`config.mk`:
```
export PLATFORM = sky130hd
export DESIGN_NAME = fetch_redirect_unit
export DESIGN_NICKNAME = d
export VERILOG_FILES = /design/src/rtl/fetch_redirect_unit_pkg.sv /design/src/rtl/fetch_fifo.sv /design/src/rtl/fetch_redirect_unit.sv
export SDC_FILE = /design/constraint.sdc
export NUM_CORES = 1
export LEC_CHECK = 0
export BUFFER_PORTS_ARGS = -buffer_cell sky130_fd_sc_hd__buf_2
export CELL_PAD_IN_SITES_DETAIL_PLACEMENT = 1
export CELL_PAD_IN_SITES_GLOBAL_PLACEMENT = 1
export CORE_MARGIN = 4
export CORE_UTILIZATION = 41
export CTS_CLUSTER_SIZE = 40
export DETAILED_ROUTE_END_ITERATION = 8
export PLACE_DENSITY_LB_ADDON = 0.1
export SETUP_SLACK_MARGIN = 0.5
export SLEW_MARGIN = 10
export SYNTH_ARGS = -nofsm -noshare
export SYNTH_HDL_FRONTEND = slang
export SYNTH_SLANG_ARGS = --single-unit
```
`constraint.sdc`:
```
create_clock -name CLK -period 3.95 [get_ports CLK]
set_input_delay 1.185 -clock CLK [delete_from_list [all_inputs] [get_ports CLK]]
set_output_delay 1.185 -clock CLK [all_outputs]
set_load 0.02 [all_outputs]
```
`src/rtl/fetch_redirect_unit_pkg.sv`:
```
// Shared definitions for the fetch redirect unit: FSM encodings, reset PC, response layout.
// Latency: none (declarations only).
// Backpressure: n/a.
package fetch_redirect_unit_pkg;

    localparam int          INSTR_W          = 32;
    localparam logic [31:0] RESET_PC_DEFAULT = 32'hBFC00000;

    // Kept as plain logic constants so older blocks can compare against them directly.
    localparam logic [1:0] ST_START = 2'd0;
    localparam logic [1:0] ST_RUN   = 2'd1;
    localparam logic [1:0] ST_DRAIN = 2'd2;

    // One delivered fetch: instruction word plus the PC it was fetched from.
    typedef struct packed {
        logic [INSTR_W-1:0] instr;
        logic [INSTR_W-1:0] pc;
    } resp_t;

endpackage

```
`src/rtl/fetch_fifo.sv`:
```
// Generic synchronous FIFO with single-cycle flush; head is visible combinationally.
// Latency: a pushed entry is at the head the cycle after the push.
// Backpressure: push ignored when full (unless popping), pop ignored when empty; flush wins.
module fetch_fifo #(
    parameter  int WIDTH = 32,
    parameter  int DEPTH = 4,
    localparam int AW    = $clog2(DEPTH)
) (
    input  logic             CLK,
    input  logic             RESET,
    input  logic             flush,
    input  logic             push_vld,
    input  logic [WIDTH-1:0] push_dat,
    input  logic             pop_rdy,
    output logic [WIDTH-1:0] head_dat,
    output logic             empty,
    output logic [AW:0]      count
);

    localparam logic [AW:0] FULL_CNT = (AW+1)'(DEPTH);

    logic [WIDTH-1:0] mem [DEPTH];
    logic [AW-1:0]    wr_ptr;
    logic [AW-1:0]    rd_ptr;
    logic             full;
    logic             do_push;
    logic             do_pop;

    assign full     = (count == FULL_CNT);
    assign empty    = (count == '0);
    assign do_push  = push_vld && (!full || pop_rdy) && !flush;
    assign do_pop   = pop_rdy && !empty && !flush;
    assign head_dat = mem[rd_ptr];

    // Storage is not reset; the count alone says which slots are meaningful.
    always_ff @(posedge CLK) begin
        if (do_push) mem[wr_ptr] <= push_dat;
    end

    // Pointer and occupancy bookkeeping; pointers wrap naturally since DEPTH is a power of two.
    always_ff @(posedge CLK or negedge RESET) begin
        if (!RESET) begin
            wr_ptr <= '0;
            rd_ptr <= '0;
            count  <= '0;
        end else if (flush) begin
            wr_ptr <= '0;
            rd_ptr <= '0;
            count  <= '0;
        end else begin
            if (do_push) wr_ptr <= wr_ptr + 1'b1;
            if (do_pop)  rd_ptr <= rd_ptr + 1'b1;
            case ({do_push, do_pop})
                2'b10:   count <= count + 1'b1;
                2'b01:   count <= count - 1'b1;
                default: ;
            endcase
        end
    end

endmodule

```
`src/rtl/fetch_redirect_unit.sv`:
```
// Fetch PC sequencer: issues imem requests, squashes wrong-path responses after a redirect.
// Latency: response visible at Instr1 the cycle after Rvalid; Flush_Ack one cycle after redirect.
// Backpressure: Stall_IN holds Instr1; issue is credit-limited to DEPTH (in-flight + buffered).
// Optional: REDIRECT_STATS_EN adds saturating redirect/drop/deliver counters and a redirect log.
module fetch_redirect_unit
    import fetch_redirect_unit_pkg::*;
#(
    parameter logic [31:0] RESET_PC = RESET_PC_DEFAULT,
    parameter int          DEPTH    = 4
) (
    input  logic        CLK,
    input  logic        RESET,
    input  logic        Request_Alt_PC,
    input  logic [31:0] alt_addr,
    input  logic        Stall_IN,
    output logic        Imem_Req_OUT,
    output logic [31:0] Imem_Addr_OUT,
    input  logic        Imem_Gnt_IN,
    input  logic        Imem_Rvalid_IN,
    input  logic [31:0] Imem_Rdata_IN,
    output logic [31:0] Instr1_OUT,
    output logic [31:0] Instr1_PC_OUT,
    output logic        Instr1_Valid_OUT,
    output logic        Flush_Ack_OUT
);

    localparam int          CW      = $clog2(DEPTH) + 1;
    localparam logic [CW:0] DEPTH_W = (CW+1)'(DEPTH);

    logic [1:0]    state;
    logic [31:0]   pc;
    logic [CW-1:0] drop_cnt;
    logic [CW-1:0] tag_count;
    logic [CW-1:0] resp_count;
    logic [CW-1:0] inflight_after;
    logic [CW:0]   occupancy;
    logic [31:0]   tag_head_dat;
    logic          tag_empty;
    logic          resp_empty;
    resp_t         resp_push_dat;
    resp_t         resp_head_dat;
    logic          grant;
    logic          rsp_take;
    logic          keep_rsp;
    logic          deliver;

    assign occupancy      = {1'b0, tag_count} + {1'b0, resp_count};
    assign Imem_Req_OUT   = (state != ST_START) && (occupancy < DEPTH_W);
    assign Imem_Addr_OUT  = pc;
    assign grant          = Imem_Req_OUT && Imem_Gnt_IN;
    // Rvalid with nothing outstanding is a protocol error and is simply ignored.
    assign rsp_take       = Imem_Rvalid_IN && !tag_empty;
    // A redirect this cycle makes the arriving response wrong-path as well.
    assign keep_rsp       = rsp_take && (drop_cnt == '0) && !Request_Alt_PC;
    assign deliver        = !resp_empty && !Stall_IN && !Request_Alt_PC;
    // Entries still owed by memory once this cycle's grant and response are accounted for.
    assign inflight_after = tag_count + CW'(grant) - CW'(rsp_take);

    assign resp_push_dat.instr = Imem_Rdata_IN;
    assign resp_push_dat.pc    = tag_head_dat;

    assign Instr1_Valid_OUT = !resp_empty;
    assign Instr1_OUT       = resp_empty ? '0 : resp_head_dat.instr;
    assign Instr1_PC_OUT    = resp_empty ? '0 : resp_head_dat.pc;

    // Tag queue: PCs of granted requests, in the order memory will answer them.
    fetch_fifo #(.WIDTH(32), .DEPTH(DEPTH)) u_tag_q (
        .CLK      (CLK),
        .RESET    (RESET),
        .flush    (1'b0),
        .push_vld (grant),
        .push_dat (pc),
        .pop_rdy  (rsp_take),
        .head_dat (tag_head_dat),
        .empty    (tag_empty),
        .count    (tag_count)
    );

    // Response queue: correct-path {instr, pc} waiting for decode; cleared on redirect.
    fetch_fifo #(.WIDTH($bits(resp_t)), .DEPTH(DEPTH)) u_resp_q (
        .CLK      (CLK),
        .RESET    (RESET),
        .flush    (Request_Alt_PC),
        .push_vld (keep_rsp),
        .push_dat (resp_push_dat),
        .pop_rdy  (deliver),
        .head_dat (resp_head_dat),
        .empty    (resp_empty),
        .count    (resp_count)
    );

    // PC, drop counter and FSM; a redirect overrides every same-cycle update.
    always_ff @(posedge CLK or negedge RESET) begin
        if (!RESET) begin
            state         <= ST_START;
            pc            <= RESET_PC;
            drop_cnt      <= '0;
            Flush_Ack_OUT <= 1'b0;
        end else begin
            Flush_Ack_OUT <= Request_Alt_PC;
            if (Request_Alt_PC) begin
                pc       <= alt_addr;
                drop_cnt <= inflight_after;
                state    <= (inflight_after != '0) ? ST_DRAIN : ST_RUN;
            end else begin
                if (grant) pc <= pc + 32'd4;
                if (rsp_take && (drop_cnt != '0)) drop_cnt <= drop_cnt - 1'b1;
                case (state)
                    ST_START: state <= ST_RUN;
                    ST_RUN:   state <= ST_RUN;
                    ST_DRAIN: if (rsp_take && (drop_cnt == CW'(1))) state <= ST_RUN;
                    default:  state <= ST_RUN;
                endcase
            end
        end
    end

`ifdef REDIRECT_STATS_EN
    logic [31:0] redirect_count;
    logic [31:0] dropped_count;
    logic [31:0] delivered_count;
    logic        discard;

    assign discard = rsp_take && ((drop_cnt != '0) || Request_Alt_PC);

    // Saturating event counters plus a log line per redirect.
    always_ff @(posedge CLK or negedge RESET) begin
        if (!RESET) begin
            redirect_count  <= '0;
            dropped_count   <= '0;
            delivered_count <= '0;
        end else begin
            if (Request_Alt_PC && (redirect_count != '1))  redirect_count  <= redirect_count + 1'b1;
            if (discard && (dropped_count != '1))          dropped_count   <= dropped_count + 1'b1;
            if (deliver && (delivered_count != '1))        delivered_count <= delivered_count + 1'b1;
            if (Request_Alt_PC)
                $display("FETCH: redirect to %h, squashing %0d in flight", alt_addr, inflight_after);
        end
    end
`endif

endmodule

```
== Word level (Yosys, flattened, before mapping) ==
Memories as Yosys holds them, arrays and structs flattened.
Index checks and enable logic that the tools add are counted.
Word-level totals
  flip-flop bits (word level): 52
  bits in writable memories: 384
  output and inout port bits: 99
  logic and storage cells: 91
  memories kept: 2
Memory list
  u_resp_q.mem: words 4, width 64, read ports 1, clocked after memory_dff 0, wr ports 1, RTL line fetch_fifo.sv:22  | logic [WIDTH-1:0] mem [DEPTH];
  u_tag_q.mem: words 4, width 32, read ports 1, clocked after memory_dff 0, wr ports 1, RTL line fetch_fifo.sv:22
Operators by class
  add/subtract/negate cells: 13
  $lt $le $gt $ge: 1
  eq/ne operators: 9
  muxes and demuxes: 21
  reductions and logical operators: 35
Operators with widths (number)
  32-bit 2-to-1 mux: 4
  32-bit by 3-bit adder with 32-bit output, second input constant: 1
  2-bit 2-to-1 mux: 8
  1-bit logical AND: 15
  3-bit case mux with 2 select lines: 2
  2-bit nonzero test: 6
  3-bit zero test: 3
  3-bit 2-to-1 mux: 3
  3-bit nonzero test: 3
  3-bit by 1-bit subtractor with 3-bit output, second input constant: 3
  2-bit by 1-bit adder with 2-bit output, second input constant: 4
  3-bit by 1-bit adder with 3-bit output, second input constant: 2
  2-bit equality test, second input constant: 3
  3-bit equality test, second input constant: 2
  1-bit zero test: 6
  3-bit by 3-bit adder with 4-bit output: 1
  2-bit by 1-bit equality test with 1-bit output, second input constant: 2
  4-bit by 3-bit less-than comparator with 1-bit output, second input constant: 1
  1-bit 2-to-1 mux: 4
  3-bit by 1-bit adder with 3-bit output: 1
  3-bit by 1-bit equality test with 1-bit output, second input constant: 1
  3-bit != test, second input constant: 1
  3-bit by 1-bit subtractor with 3-bit output: 1
  1-bit logical OR: 2

== Logic depth before layout (Yosys ltp) ==
  word-level depth: 10
  depth in mapped cells: 12
  mapped depth without buffers: 11

== By module ==
A second synthesis with hierarchy kept.
Unflattened totals
  cell total of the unflattened synthesis: 956
  area, all modules: 17735.8 µm²
By module, submodules not included
  fetch_fifo (u_resp_q): times used 1, cells an instance 398, area each 9833.2 µm², sequential area each 7862.5 µm²
  fetch_fifo (u_tag_q): times used 1, cells an instance 232, area each 5223.8 µm², sequential area each 4018.9 µm²
  fetch_redirect_unit: times used 1, cells an instance 326, area each 2678.8 µm², sequential area each 962.2 µm²

== Worst setup path after synthesis ==
Ideal clock, no wire load.
  path kind: input -> register
  start: input port Stall_IN
  end: memory u_resp_q.mem[2][0] (netlist bit) (enable)
  arrival: 3.528 ns
  required time: 3.521 ns
  setup slack: -0.007 ns
  stages on the path: 3
  path buffers: 0
  cell sequence: and2_1 a2111oi_2 and2_1
Between the ends
  longest elaborated chain between the ends: 8
RTL lines
  from (decl): RTL line fetch_redirect_unit.sv:15  | input logic Stall_IN,
  1-bit zero test: RTL line fetch_redirect_unit.sv:55  | assign deliver = !resp_empty && !Stall_IN && !Request_Alt_PC;
  1-bit logical AND (2 in series): RTL line fetch_redirect_unit.sv:55
  1-bit logical OR: RTL line fetch_fifo.sv:31  | assign do_push = push_vld && (!full || pop_rdy) && !flush;
  1-bit logical AND (2 in series): RTL line fetch_fifo.sv:31
  1-bit 2-to-1 mux: RTL line fetch_fifo.sv:37  | if (do_push) mem[wr_ptr] <= push_dat;
  1-bit 2-to-1 mux (not written as such): RTL line fetch_fifo.sv:37
  to (decl): RTL line fetch_fifo.sv:22
Every way passes these cells.

== Worst setup path in the final report ==
  start: register u_resp_q.rd_ptr[0]
  end: output port Instr1_OUT[17]
Between the ends
  longest elaborated chain between the ends: 2
RTL lines
  from (decl): RTL line fetch_fifo.sv:24  | logic [AW-1:0] rd_ptr;
  from (signal assigned): RTL line fetch_fifo.sv:52  | if (do_pop) rd_ptr <= rd_ptr + 1'b1;
  memory read 4 x 64 bit
  32-bit 2-to-1 mux: RTL line fetch_redirect_unit.sv:63  | assign Instr1_OUT = resp_empty ? '0 : resp_head_dat.instr;
  to (decl): RTL line fetch_redirect_unit.sv:21  | output logic [31:0] Instr1_OUT,
Every way passes these cells.

==> flow_summary.yaml <==
sta:
  tns_ns: 0
  finalSetupViolations: 0
  clock.fmax_mhz: 294
  rsz0062_at_grt: "true"
  tightest_slew_ns: 1.06
  skew_ns: 0.0110
  slew_headroom: 0.287
  fin_crit_ns: 3.40
  drv_slew: 0
  fin_crit_sh: 0.861
  finalHoldViolCount: 0
setup_path:
  cp_slowest_cell: "mux4_2"
  cpPeakStageDelay_ns: 0.50
  critPathLaunchType: "flop"
  cp.required_ns: 2.76
  cp_cell_sequence: "buf_8 -> clkbuf_16 -> mux4_2 -> and2_1 -> buf_2"
  critPathArrivalTime_ns: 2.22
  worst-path-max-fanout: 8
  worst_setup_path_end_kind: "output port"
  crit_buf_inv: 3
  cp_top_family: "multiplexers"
  worst-setup-path-type: "flop to output port"
cts:
  cts_tree: "done"
  insertion_delay_ns: 0.57
  cts_root_buf: "clkbuf_16"
  cts_made_buffers: 48
  numClockSinks: 436
  htreeDepth: 2
  clk_path_buf_depth: 3
  path_clk_slew_ns: 0.06
synthesis:
  netlist_instances: 950
  ys_seq_elements: 436
  async_flop_share: 0.119
  netlist.area_leader.share: 0.655
  yosysMostFrequentCell: "edfxtp_1"
  synth_cell_types: 51
  yosysWarnings: 0
  ys.flop_type: "edfxtp_1"
  yosys.area.top_type: "edfxtp_1"
  syn_area_per_cell_um2: 18.5
  synth_commonest_cells: "384 x edfxtp_1, 96 x mux4_2, 74 x and2_1"
  syn-num-nets: 1040
  synth_edf_count: 384
  synthesis.area_um2: 17600
  synthTopCellsByArea: "edfxtp_1 65%, mux4_2 12%, dfrtp_1 6.1%, and2_1 2.6%, dfstp_2 1.3%"
  synth-seq-area-share: 0.729
layout:
  diodes: 0
  final_util: 0.502
  fillerInstances: 3970
  seqCellArea_um2: 12900
  areaGrowthSynthToFinish_pct: 20.4
  multiInputGateArea_um2: 4520
  nets: 1256
  drive_gt1_frac: 0.348
grt:
  grt-ovfl-total: 0
  antenna_found_initial: 0
  grt_first_pass_wirelength_um: 63800
  grt_max_degree: 66
  grt_pass1_vias: 10400
  track_usage: 0.179
die:
  coreArea_um2: 42200
  die_h_um: 215
  pin_count: 169
  initial_core_util: 0.417
  fp.dieW_um: 215
  die_area_um2: 46300
  rows: 75
power:
  p_per_area_nw_per_um2: 650
  power_leakage_nw: 7.34
  vdd_ir_drop_max_mv: 0.412
placement:
  dp.final_hpwl_um: 25700
  gp_routability_congestion: 0.720
  port_buffers: 168
detailed_routing:
  drtIter0Drc: 581
  drtAntennaViolNets: 0
  drt_wl_total_um: 41300
  routedWlPerCell_um: 23.7
  via_count: 9524
  avgViaCountPerCell: 5.46
  drtPass1Iterations: 4
  drc_errors: 0
run:
  drv_cap: 0
run_status:
  outcome: "completed"
worst_hold_path:
  min_path_type: "flop to flop"
[final cells by class]
class / instances / area share
Multi-Input combinational cell: 443 / 0.213
Timing Repair Buffer: 213 / 0.0694
Tap cell: 539 / 0.0318
Clock inverter: 34 / 0.0152
Sequential cell: 436 / 0.606
Inverter: 24 / 0.00448
Clock buffer: 56 / 0.0600
[stage by stage]
stage,hold slack (ns),worst slack (ns),power (W),cells,cell area (µm²)
2_1_floorplan,0.523,0.664,0.00815,950,17600
3_3_place_gp,0.560,0.740,0.00922,1644,19300
3_5_place_dp,0.570,0.706,0.00929,1644,19300
4_1_cts,0.583,0.445,0.0139,1741,21000
5_1_grt,0.595,0.455,0.0145,1745,21200
6_report,0.576,0.547,0.0138,1745,21200
[layout by cell type, fill, tap and decap left out, types with 8 or more instances in the layout]
cell / n
nand3_1: 25
clkinv_2: 11
mux4_2: 96
nor2_1: 36
buf_4: 30
nor2b_1: 8
edfxtp_1: 384
nand4_1: 13
dfrtp_1: 40
or4_1: 22
ha_1: 17
inv_1: 21
xnor2_1: 10
buf_12: 10
clkbuf_16: 52
and2_4: 8
a31oi_1: 18
nand2_1: 28
dfstp_2: 9
and2_1: 66
buf_2: 159
o31ai_1: 17
o21ai_0: 13
[worst paths after layout]
check                                           endpoint                      startpoint  slack [ns]  depth (start not counted)
min in group asynchronous        drop_cnt[0]$_DFFE_PN0P_                           RESET        0.63                          1
hold reg to reg            u_tag_q.wr_ptr[1]$_DFFE_PN0P_   u_tag_q.wr_ptr[1]$_DFFE_PN0P_        0.58                          1
max in group asynchronous  Imem_Addr_OUT[27]$_DFFE_PN1N_                           RESET        2.40                          2
setup / recovery                          Instr1_OUT[17]  u_resp_q.rd_ptr[0]$_DFFE_PN0P_        0.55                          5
hold / removal             u_tag_q.wr_ptr[1]$_DFFE_PN0P_   u_tag_q.wr_ptr[1]$_DFFE_PN0P_        0.58                          1
setup reg to reg                    state[1]$_DFFE_PN0P_    u_tag_q.count[2]$_DFFE_PN0P_        1.01                         10
[repair_timing]
item / in CTS / in global routing
setup endpoints to repair: 65 / 53
hold buffers: 0 / 0
pin swaps: 0 / 1
setup buffers: 6 / 1
resized for setup: 10 / 27
cloned: 1 / 3
[power by group]
part           switching, W  total [W]  internal [W]
clock               0.00183    0.00447       0.00265
combinational       0.00185    0.00328       0.00143
sequential         0.000344    0.00604       0.00569
[kinds of logic after synthesis]
logic type | share of synthesized area
flops | 0.729
buf+inv | 0.0161
xor+xnor | 0.00597
compound gates | 0.0272
mux | 0.128
simple gates | 0.0778
fa+ha+maj | 0.0155
[worst reg2reg max path, delay by kind of cell (launching register included)]
kind                       cells  cell delay (ns)
adders and majority gates      3             0.80
xor gates and xnor gates       2             0.32
buffers and inverters          3             0.21
DFF                            1             0.47
AOI/OAI and AO/OA              2             1.04
[registers in the layout, indices dropped and copies added (netlist names)]
register,flops
u_resp_q.mem,256
Flush_Ack_OUT,1
Imem_Addr_OUT,32
u_tag_q.count,3
drop_cnt,3
u_resp_q.rd_ptr,2
u_tag_q.mem,128
u_tag_q.rd_ptr,2
state,2
u_tag_q.wr_ptr,2
u_resp_q.count,3
u_resp_q.wr_ptr,2
[per-layer routing]
layer | wire (µm) | GRT usage | up-vias
li1 | - | - | 4269
met1 | 18900 | 0.250 | 4999
met2 | 20100 | 0.296 | 207
met3 | 1610 | 0.0306 | 49
met4 | 677 | 0.0449 | 0
met5 | 0 | 0 | -
(Power assumes the default switching activity.)
